`src/rtl/instr_fetch_pkg.sv`:
```
// -----------------------------------------------------------------------------
// instr_fetch_pkg
//   Shared types for the instruction fetch path.
//   - fetch_state_e    : request controller state (IDLE / RUN)
//   - fifo_entry_t     : one prefetch FIFO word {err, rdata}
//   - FETCH_WORD_BYTES : bytes per fetched instruction word
// -----------------------------------------------------------------------------
package instr_fetch_pkg;

    typedef enum logic {
        IDLE = 1'b0,
        RUN  = 1'b1
    } fetch_state_e;

    typedef struct packed {
        logic        err;
        logic [31:0] rdata;
    } fifo_entry_t;

    localparam int unsigned FETCH_WORD_BYTES = 4;

endpackage

```
`src/rtl/instr_fetch_ctrl.sv`:
```
// -----------------------------------------------------------------------------
// instr_fetch_ctrl
//   Fetch-side request controller in front of the prefetch FIFO. Issues
//   word-aligned fetches on a split request/response bus, limits outstanding
//   transactions so that every response is guaranteed a FIFO slot, pushes
//   responses into the FIFO and, on a branch, flushes the FIFO and drops the
//   responses still in flight for the old instruction stream.
//
// Ports
//   clk_i, rst_ni         clock, asynchronous active-low reset
//   req_i                 fetch enable (in-flight transactions still drain)
//   branch_i              single-cycle redirect strobe
//   branch_addr_i         redirect target, bits [1:0] ignored
//   busy_o                request pending or transactions outstanding
//   trans_valid_o/ready_i request handshake, trans_addr_o word address
//   resp_valid_i          in-order response strobe, one per accepted request
//   resp_rdata_i/err_i    response data and bus error flag
//   fifo_cnt_i            current FIFO occupancy
//   fifo_push_o/data_o    FIFO write strobe and {err, rdata}
//   fifo_flush_o          FIFO flush strobe (equals branch_i)
//   state_dbg_o           current controller state, for observation only
//
// Handshake: a request transfers on a cycle where trans_valid_o and
// trans_ready_i are both high. Once trans_valid_o is raised it stays high
// with a stable trans_addr_o until accepted; only a branch_i cycle may
// retarget the address of a pending request.
// -----------------------------------------------------------------------------
module instr_fetch_ctrl
    import instr_fetch_pkg::*;
#(
    parameter int unsigned DEPTH = 4,
    parameter int unsigned PEND  = 2,
    parameter int unsigned CNT_W = (DEPTH > 1) ? $clog2(DEPTH) + 1 : 2
) (
    input  logic             clk_i,
    input  logic             rst_ni,
    input  logic             req_i,
    input  logic             branch_i,
    input  logic [31:0]      branch_addr_i,
    output logic             busy_o,
    output logic             trans_valid_o,
    input  logic             trans_ready_i,
    output logic [31:0]      trans_addr_o,
    input  logic             resp_valid_i,
    input  logic [31:0]      resp_rdata_i,
    input  logic             resp_err_i,
    input  logic [CNT_W-1:0] fifo_cnt_i,
    output logic             fifo_push_o,
    output logic [32:0]      fifo_data_o,
    output logic             fifo_flush_o,
    output fetch_state_e     state_dbg_o
);

    localparam int unsigned PCNT_W = (PEND > 0) ? $clog2(PEND + 1) : 1;

    fetch_state_e      state_q, state_d;
    logic [31:2]       addr_q, addr_d;
    logic [PCNT_W-1:0] cnt_q, cnt_d;
    logic [PCNT_W-1:0] flush_cnt_q, flush_cnt_d;

    logic [31:2]       tgt;
    logic [31:0]       slots_used;
    logic              room;
    logic              below_pend;
    logic              accept;
    fifo_entry_t       entry;

    // Slots already claimed in the FIFO: live (non-flushed) outstanding
    // requests plus words already stored. cnt_q >= flush_cnt_q always holds.
    assign slots_used = 32'(cnt_q) - 32'(flush_cnt_q) + 32'(fifo_cnt_i);
    assign below_pend = 32'(cnt_q) < PEND;

    always_comb begin
        tgt           = branch_i ? branch_addr_i[31:2] : addr_q;
        // A branch flushes the FIFO and orphans every in-flight response,
        // so the whole FIFO is available to the new stream.
        room          = branch_i | (slots_used < DEPTH);
        trans_valid_o = (req_i | branch_i) & ((state_q == RUN) | branch_i)
                        & room & below_pend;
        trans_addr_o  = {tgt, 2'b00};
        accept        = trans_valid_o & trans_ready_i;
        busy_o        = trans_valid_o | (cnt_q != '0);
        fifo_flush_o  = branch_i;
        fifo_push_o   = resp_valid_i & ~branch_i & (flush_cnt_q == '0);
        entry.err     = resp_err_i;
        entry.rdata   = resp_rdata_i;
        fifo_data_o   = entry;
        state_dbg_o   = state_q;
    end

    always_comb begin
        state_d     = state_q;
        addr_d      = addr_q;
        cnt_d       = cnt_q;
        flush_cnt_d = flush_cnt_q;

        case (state_q)
            IDLE:    if (branch_i || req_i) state_d = RUN;
            RUN:     if (!req_i && !branch_i) state_d = IDLE;
            default: state_d = IDLE;
        endcase

        // Address wraps naturally within the 30-bit word address.
        if (accept) begin
            addr_d = tgt + 30'd1;
        end else if (branch_i) begin
            addr_d = branch_addr_i[31:2];
        end

        if (accept && !resp_valid_i) begin
            cnt_d = cnt_q + PCNT_W'(1);
        end else if (!accept && resp_valid_i) begin
            cnt_d = cnt_q - PCNT_W'(1);
        end

        // Everything outstanding before the branch is stale, except a
        // response arriving in the branch cycle, which is dropped directly.
        // A request accepted in the branch cycle belongs to the new stream.
        if (branch_i) begin
            flush_cnt_d = cnt_q - PCNT_W'(resp_valid_i);
        end else if (resp_valid_i && (flush_cnt_q != '0)) begin
            flush_cnt_d = flush_cnt_q - PCNT_W'(1);
        end
    end

    always_ff @(posedge clk_i or negedge rst_ni) begin
        if (!rst_ni) begin
            state_q     <= IDLE;
            addr_q      <= '0;
            cnt_q       <= '0;
            flush_cnt_q <= '0;
        end else begin
            state_q     <= state_d;
            addr_q      <= addr_d;
            cnt_q       <= cnt_d;
            flush_cnt_q <= flush_cnt_d;
        end
    end

    a_resp_without_request: assert property (
        @(posedge clk_i) disable iff (!rst_ni) resp_valid_i |-> (cnt_q != '0));

    a_push_into_full_fifo: assert property (
        @(posedge clk_i) disable iff (!rst_ni) fifo_push_o |-> (32'(fifo_cnt_i) != DEPTH));

endmodule

```
`config.mk`:
```
export PLATFORM = sky130hd
export DESIGN_NAME = instr_fetch_ctrl
export DESIGN_NICKNAME = d
export VERILOG_FILES = /design/src/rtl/instr_fetch_pkg.sv /design/src/rtl/instr_fetch_ctrl.sv
export SDC_FILE = /design/constraint.sdc
export NUM_CORES = 1
export LEC_CHECK = 0
export CAP_MARGIN = 20
export CORE_UTILIZATION = 32
export DETAILED_ROUTE_END_ITERATION = 7
export DONT_BUFFER_PORTS = 1
export GPL_TIMING_DRIVEN = 0
export MAX_ROUTING_LAYER = met4
export PLACE_DENSITY_LB_ADDON = 0.08
export SYNTH_ARGS = -nofsm -noshare
export SYNTH_HDL_FRONTEND = slang
export SYNTH_SLANG_ARGS = --single-unit
```
`constraint.sdc`:
```
create_clock -name clk_i -period 6.67 [get_ports clk_i]
set_input_delay 1.0005 -clock clk_i [delete_from_list [all_inputs] [get_ports clk_i]]
set_output_delay 1.0005 -clock clk_i [all_outputs]
set_load 0.02 [all_outputs]
```
== Yosys cells after proc, flatten, opt, wreduce, memory -nomap -nowiden ==
Cells that the tools add are included.

* Order comparisons: 2
* Mux-type cells: 9
* Bitwise logic cells: 12
* Add/sub/neg operators: 7
* Reductions and logical operators: 14

{| class="wikitable"
|+ Operators by type and width
! kind !! count
|-
| $mux W30 || 2
|-
| $lt A32 B3 Y1 const B || 1
|-
| $add A30 B1 Y30 const B || 1
|-
| $mux W2 || 4
|-
| $reduce_bool A2 Y1 || 4
|-
| $and A1 B1 Y1 || 6
|-
| $add A3 B4 Y5 || 1
|-
| $logic_and A1 B1 Y1 || 4
|-
| $logic_not A1 Y1 || 4
|-
| $or A1 B1 Y1 || 4
|-
| $sub A2 B1 Y2 const B || 2
|-
| $sub A2 B2 Y3 || 1
|-
| $add A2 B1 Y2 const B || 1
|-
| $logic_not A2 Y1 || 1
|-
| $lt A2 B2 Y1 const B || 1
|-
| $mux W1 || 2
|-
| $not A1 Y1 || 2
|-
| $pmux W1 S2 || 1
|-
| $sub A2 B1 Y2 || 1
|-
| $logic_or A1 B1 Y1 || 1
|}

* Bits of input ports: 74
* Bits in registers: 35
* Logic and storage cells: 48
* Output and inout port bits: 70

== Longest topological paths before layout ==
* Word-level depth: 11
* Gate-level depth with buffers: 14
* Depth with buffers taken out: 14

== Worst setup path after synthesis ==
Ideal clock, no wire load.

* Path type: flip-flop to output port
* From: register cnt_q[0]
* To: output port busy_o
* Buffers on the path: 1
* Cell stages (with the launch flop): 12
* Required time: 5,669 ps
* Slack: 2,805 ps
* Arrival time: 2,864 ps
* Cells stage by stage: dfrtp_1 inv_1 ha_1 inv_1 fa_1 ha_1 and3b_1 nor3_1 o21a_1 clkbuf_1 nor2_1 o21ai_0

* Cells in the longest elaborated chain, start to end: 7
* Elaborated cells between the ends (all ways): 9
* Classes of those cells: add/sub (2); order compare (2); bitwise (4); reduce/logical (1)

{| class="wikitable"
|+ Ends and longest elaborated chain
! what !! line !! RTL
|-
| from (decl) || instr_fetch_ctrl.sv:58 || <nowiki>logic [PCNT_W-1:0] cnt_q, cnt_d;</nowiki>
|-
| from (signal assigned) || instr_fetch_ctrl.sv:135 || <nowiki>cnt_q <= cnt_d;</nowiki>
|-
| $sub A2 B2 Y3 || instr_fetch_ctrl.sv:70 || <nowiki>assign slots_used = 32'(cnt_q) - 32'(flush_cnt_q) + 32'(fifo_cnt_i);</nowiki>
|-
| $add A3 B4 Y5 || instr_fetch_ctrl.sv:70 ||
|-
| $lt A32 B3 Y1 || instr_fetch_ctrl.sv:77 || <nowiki>room = branch_i | (slots_used < DEPTH);</nowiki>
|-
| $or A1 B1 Y1 || instr_fetch_ctrl.sv:77 ||
|-
| $and A1 B1 Y1 (2 in series) || instr_fetch_ctrl.sv:79 || <nowiki>& room & below_pend;</nowiki>
|-
| $or A1 B1 Y1 * || instr_fetch_ctrl.sv:82 || <nowiki>busy_o = trans_valid_o | (cnt_q != '0);</nowiki>
|-
| to (decl) || instr_fetch_ctrl.sv:40 || <nowiki>output logic busy_o,</nowiki>
|}

Mark *: on every way between the ends. The rest lies on a longest branch, timed or not.

== Worst setup path after layout ==
Ends and elaborated chain as after synthesis.

==> impl_metrics.py <==
metrics = {
    "logic_synthesis": {
        "ys_warn_count": 0,
        "synth_enable_flop_cells": 0,
        "synth_flop_cell": "dfrtp_1",
        "synth_mux_area_share_pct": 10.6,
        "yosys_register_bits": 35,
        "syn_avg_cell_area_sq_um": 10.0,
        "syn_inst": 295,
        "ys_async_sr_fraction_pct": 100,
        "synth_area_leaders": "dfrtp_1, buf_4, a2111oi_2",
        "syn_area_sq_mm": 0.00296,
        "ys_types": 51,
        "synth-simple-area-share_pct": 14.1,
        "synth_top_family_by_area": "compound AO/OA/AOI/OAI gates",
        "synth_compound_gate_area_share_pct": 17.9,
        "yosys.area.top_type": "dfrtp_1",
        "yosysSeqAreaShare_pct": 29.5,
        "synth_top_area_share_pct": 29.5,
        "synthAdderAreaFrac_pct": 3.21,
        "synth_xor_area_share_pct": 10.3,
    },
    "routing": {
        "drc": 8,
        "wire_per_inst_microns": 18.9,
        "first_pass_iters": 8,
        "wl_mm": 7.76,
        "vias_per_cell": 5.30,
        "num_vias": 2172,
        "drtIter0Drc": 70,
        "antenna_left": 0,
    },
    "setup_path": {
        "arrival_ns": 3.57,
        "crit_required_ns": 5.67,
        "cp_top_family": "compound AO/OA/AOI/OAI gates",
        "cp_max_fo": 10,
        "crit_buf_inv": 3,
        "endpoint_kind": "output port",
        "crit_type": "flop to output port",
        "critPathLaunchType": "flop",
        "worst_path_largest_cell_delay_ns": 0.57,
        "worst_path_max_delay_cell": "o21ai_0",
        "cp_cell_sequence": "inv_1 -> ha_1 -> inv_1 -> fa_1 -> ha_1 -> and3b_1 -> nor3_1 -> o21a_1 -> clkbuf_1 -> nor2_1 -> o21ai_0",
    },
    "global_route": {
        "grt_pass1_wl_mm": 12.4,
        "antenna_found_initial": 0,
        "grt_util_all_layers_pct": 17.4,
        "grt_overflow": 0,
        "grt_pass1_vias": 2279,
        "grt_start_max_net_pins": 36,
    },
    "placement": {
        "place_area_sq_mm": 0.00310,
        "place_inst": 404,
        "dp_hpwl_mm": 5.93,
        "port_buffers": 0,
        "gp_congestion": 0.718,
    },
    "sta": {
        "rsz0062_at_grt": "false",
        "tns_ns": 0,
        "finalClockSkew_ns": 0.00964,
        "fmax_mhz": 219,
        "hold_violations": 0,
        "slew_headroom_pct": 53.5,
        "tightestPinTransition_ns": 0.690,
        "fin_crit_ns": 4.57,
        "drv_slew": 0,
        "setup_viol": 0,
        "fin_crit_sh_pct": 68.6,
        "whs_ns": 0.387,
    },
    "power": {
        "pwr-share-seq_pct": 33.5,
        "powerDensity_mw_per_mm2": 263,
        "power.switching_mw": 0.383,
        "p_int_mw": 0.453,
        "switching_share_pct": 45.8,
        "p_clk_share_pct": 18.2,
        "ir_worst_vdd_v": 0.0000919,
        "power.leakage_nw": 1.32,
        "finalPower_mw": 0.836,
        "combPwrFrac_pct": 48.3,
    },
    "cts": {
        "cts_hold_buf": 0,
        "cts_tree": "done",
        "htreeDepth": 2,
        "postCtsSetupBuffers": 0,
        "cts_buffers": 5,
        "cts_buffer_depth": 2,
        "cts.clk_slew.worst_paths_ns": 0.08,
        "cts.sinks": 35,
        "clock_latency_ns": 0.30,
        "cts-root-buf": "clkbuf_8",
        "ctsResizeCount": 0,
    },
    "min_path": {
        "hold_path.class": "primary input to async pin",
    },
    "floorplanning": {
        "rows": 34,
        "die_x_microns": 98.2,
        "die_area_sq_mm": 0.00965,
        "die_height_microns": 98.2,
        "core_sq_mm": 0.00885,
        "ioPinCount": 144,
        "initial_core_util_pct": 33.5,
    },
    "finish": {
        "nNetsFinal": 384,
        "antenna_cells": 0,
        "drive_gt1_share_pct": 32.5,
        "nFillCells": 919,
        "areaGrowthSynthToFinish_pct": 7.13,
        "final_cells": 410,
        "stdcell_area_sq_mm": 0.00318,
    },
    "outcome": {
        "violations": "design-rule violations",
        "status": "complete, but fails checks",
    },
    "job": {
        "cap_violations": 0,
    },
}
[cell families after synthesis]
logic type      count (synthesis)
buf+inv                        69
simple gates                   67
compound gates                 52
xor+xnor                       35
flops                          35
mux                            29
fa+ha+maj                       7
other cells                     1
[cells in the final DEF, fill, tap and decap left out, drive strengths merged, types with 6 or more instances in the layout]
cell type  instances
ha                 6
inv               19
nor2               7
clkbuf            12
mux2i             11
xor2              11
a2111oi           15
o2111ai            7
nand4              9
mux2              18
nand2             20
xnor2             24
nand3             13
buf               44
o21ai             12
dfrtp             35
[cell type report]
type / count / area, sq um / share of cell area, %
inverter: 19 / 71.3 / 2.25
tap: 108 / 135 / 4.26
multi-input combinational: 192 / 1670 / 52.6
buffer: 50 / 350 / 11.0
sequential: 35 / 876 / 27.6
clock buffer: 6 / 72.6 / 2.29
[registers in the layout (all words and copies together), names as in the netlist]
signal       cells
flush_cnt_q      2
cnt_q            2
addr_q          30
state_dbg_o      1
[synth_stat cells (all sizes together), types with 6 or more instances]
cell / instances
xnor2: 24
nand4: 9
o2111ai: 7
buf: 44
ha: 6
dfrtp: 35
o21ai: 12
nand3: 13
nand2: 20
a2111oi: 15
mux2: 18
mux2i: 11
clkbuf: 6
nor2: 7
xor2: 11
inv: 19
[power groups by stage]
| stage | Combinational (mW) | Clock [mW] | Sequential [mW] |
|---|---|---|---|
| after floorplan | 0.329 | 0 | 0.278 |
| after global placement | 0.403 | 0 | 0.286 |
| after detailed placement | 0.404 | 0 | 0.285 |
| after CTS | 0.407 | 0.160 | 0.281 |
| after global routing | 0.447 | 0.169 | 0.287 |
| final | 0.404 | 0.152 | 0.280 |
[through the flow]
| stage | util [%] | setup slack [ns] |
|---|---|---|
| 3_3_place_gp | 35.1 | 2.37 |
| 3_5_place_dp | 35.1 | 2.38 |
| 2_1_floorplan | - | 2.81 |
| 5_1_grt | 35.9 | 1.82 |
| 6_report | 35.9 | 2.10 |
| 4_1_cts | 35.9 | 2.05 |
[routing by layer]
metal | global-route usage [%] | up-vias | routed length [microns]
met5 | - | - | 0
met4 | 3.79 | 0 | 65
met3 | 4.51 | 7 | 647
met2 | 27.5 | 105 | 3610
met1 | 22.3 | 1030 | 3440
li1 | - | 1030 | -
[worst paths after layout]
kind	slack (ns)	cells past startpoint	endpoint	start
worst max register to register	3.40	14	cnt_q[1]$_DFFE_PN0P_	cnt_q[0]$_DFFE_PN0P_
worst min-delay path	0.39	0	addr_q[22]$_DFF_PN0_	rst_ni
max in group asynchronous	6.19	0	addr_q[25]$_DFF_PN0_	rst_ni
worst min register to register	0.54	1	cnt_q[0]$_DFFE_PN0P_	cnt_q[0]$_DFFE_PN0P_
min in group clk_i	0.54	1	cnt_q[0]$_DFFE_PN0P_	cnt_q[0]$_DFFE_PN0P_
worst max-delay path	2.10	11	busy_o	cnt_q[0]$_DFFE_PN0P_
Note: power is estimated with default switching activity, not from simulation.
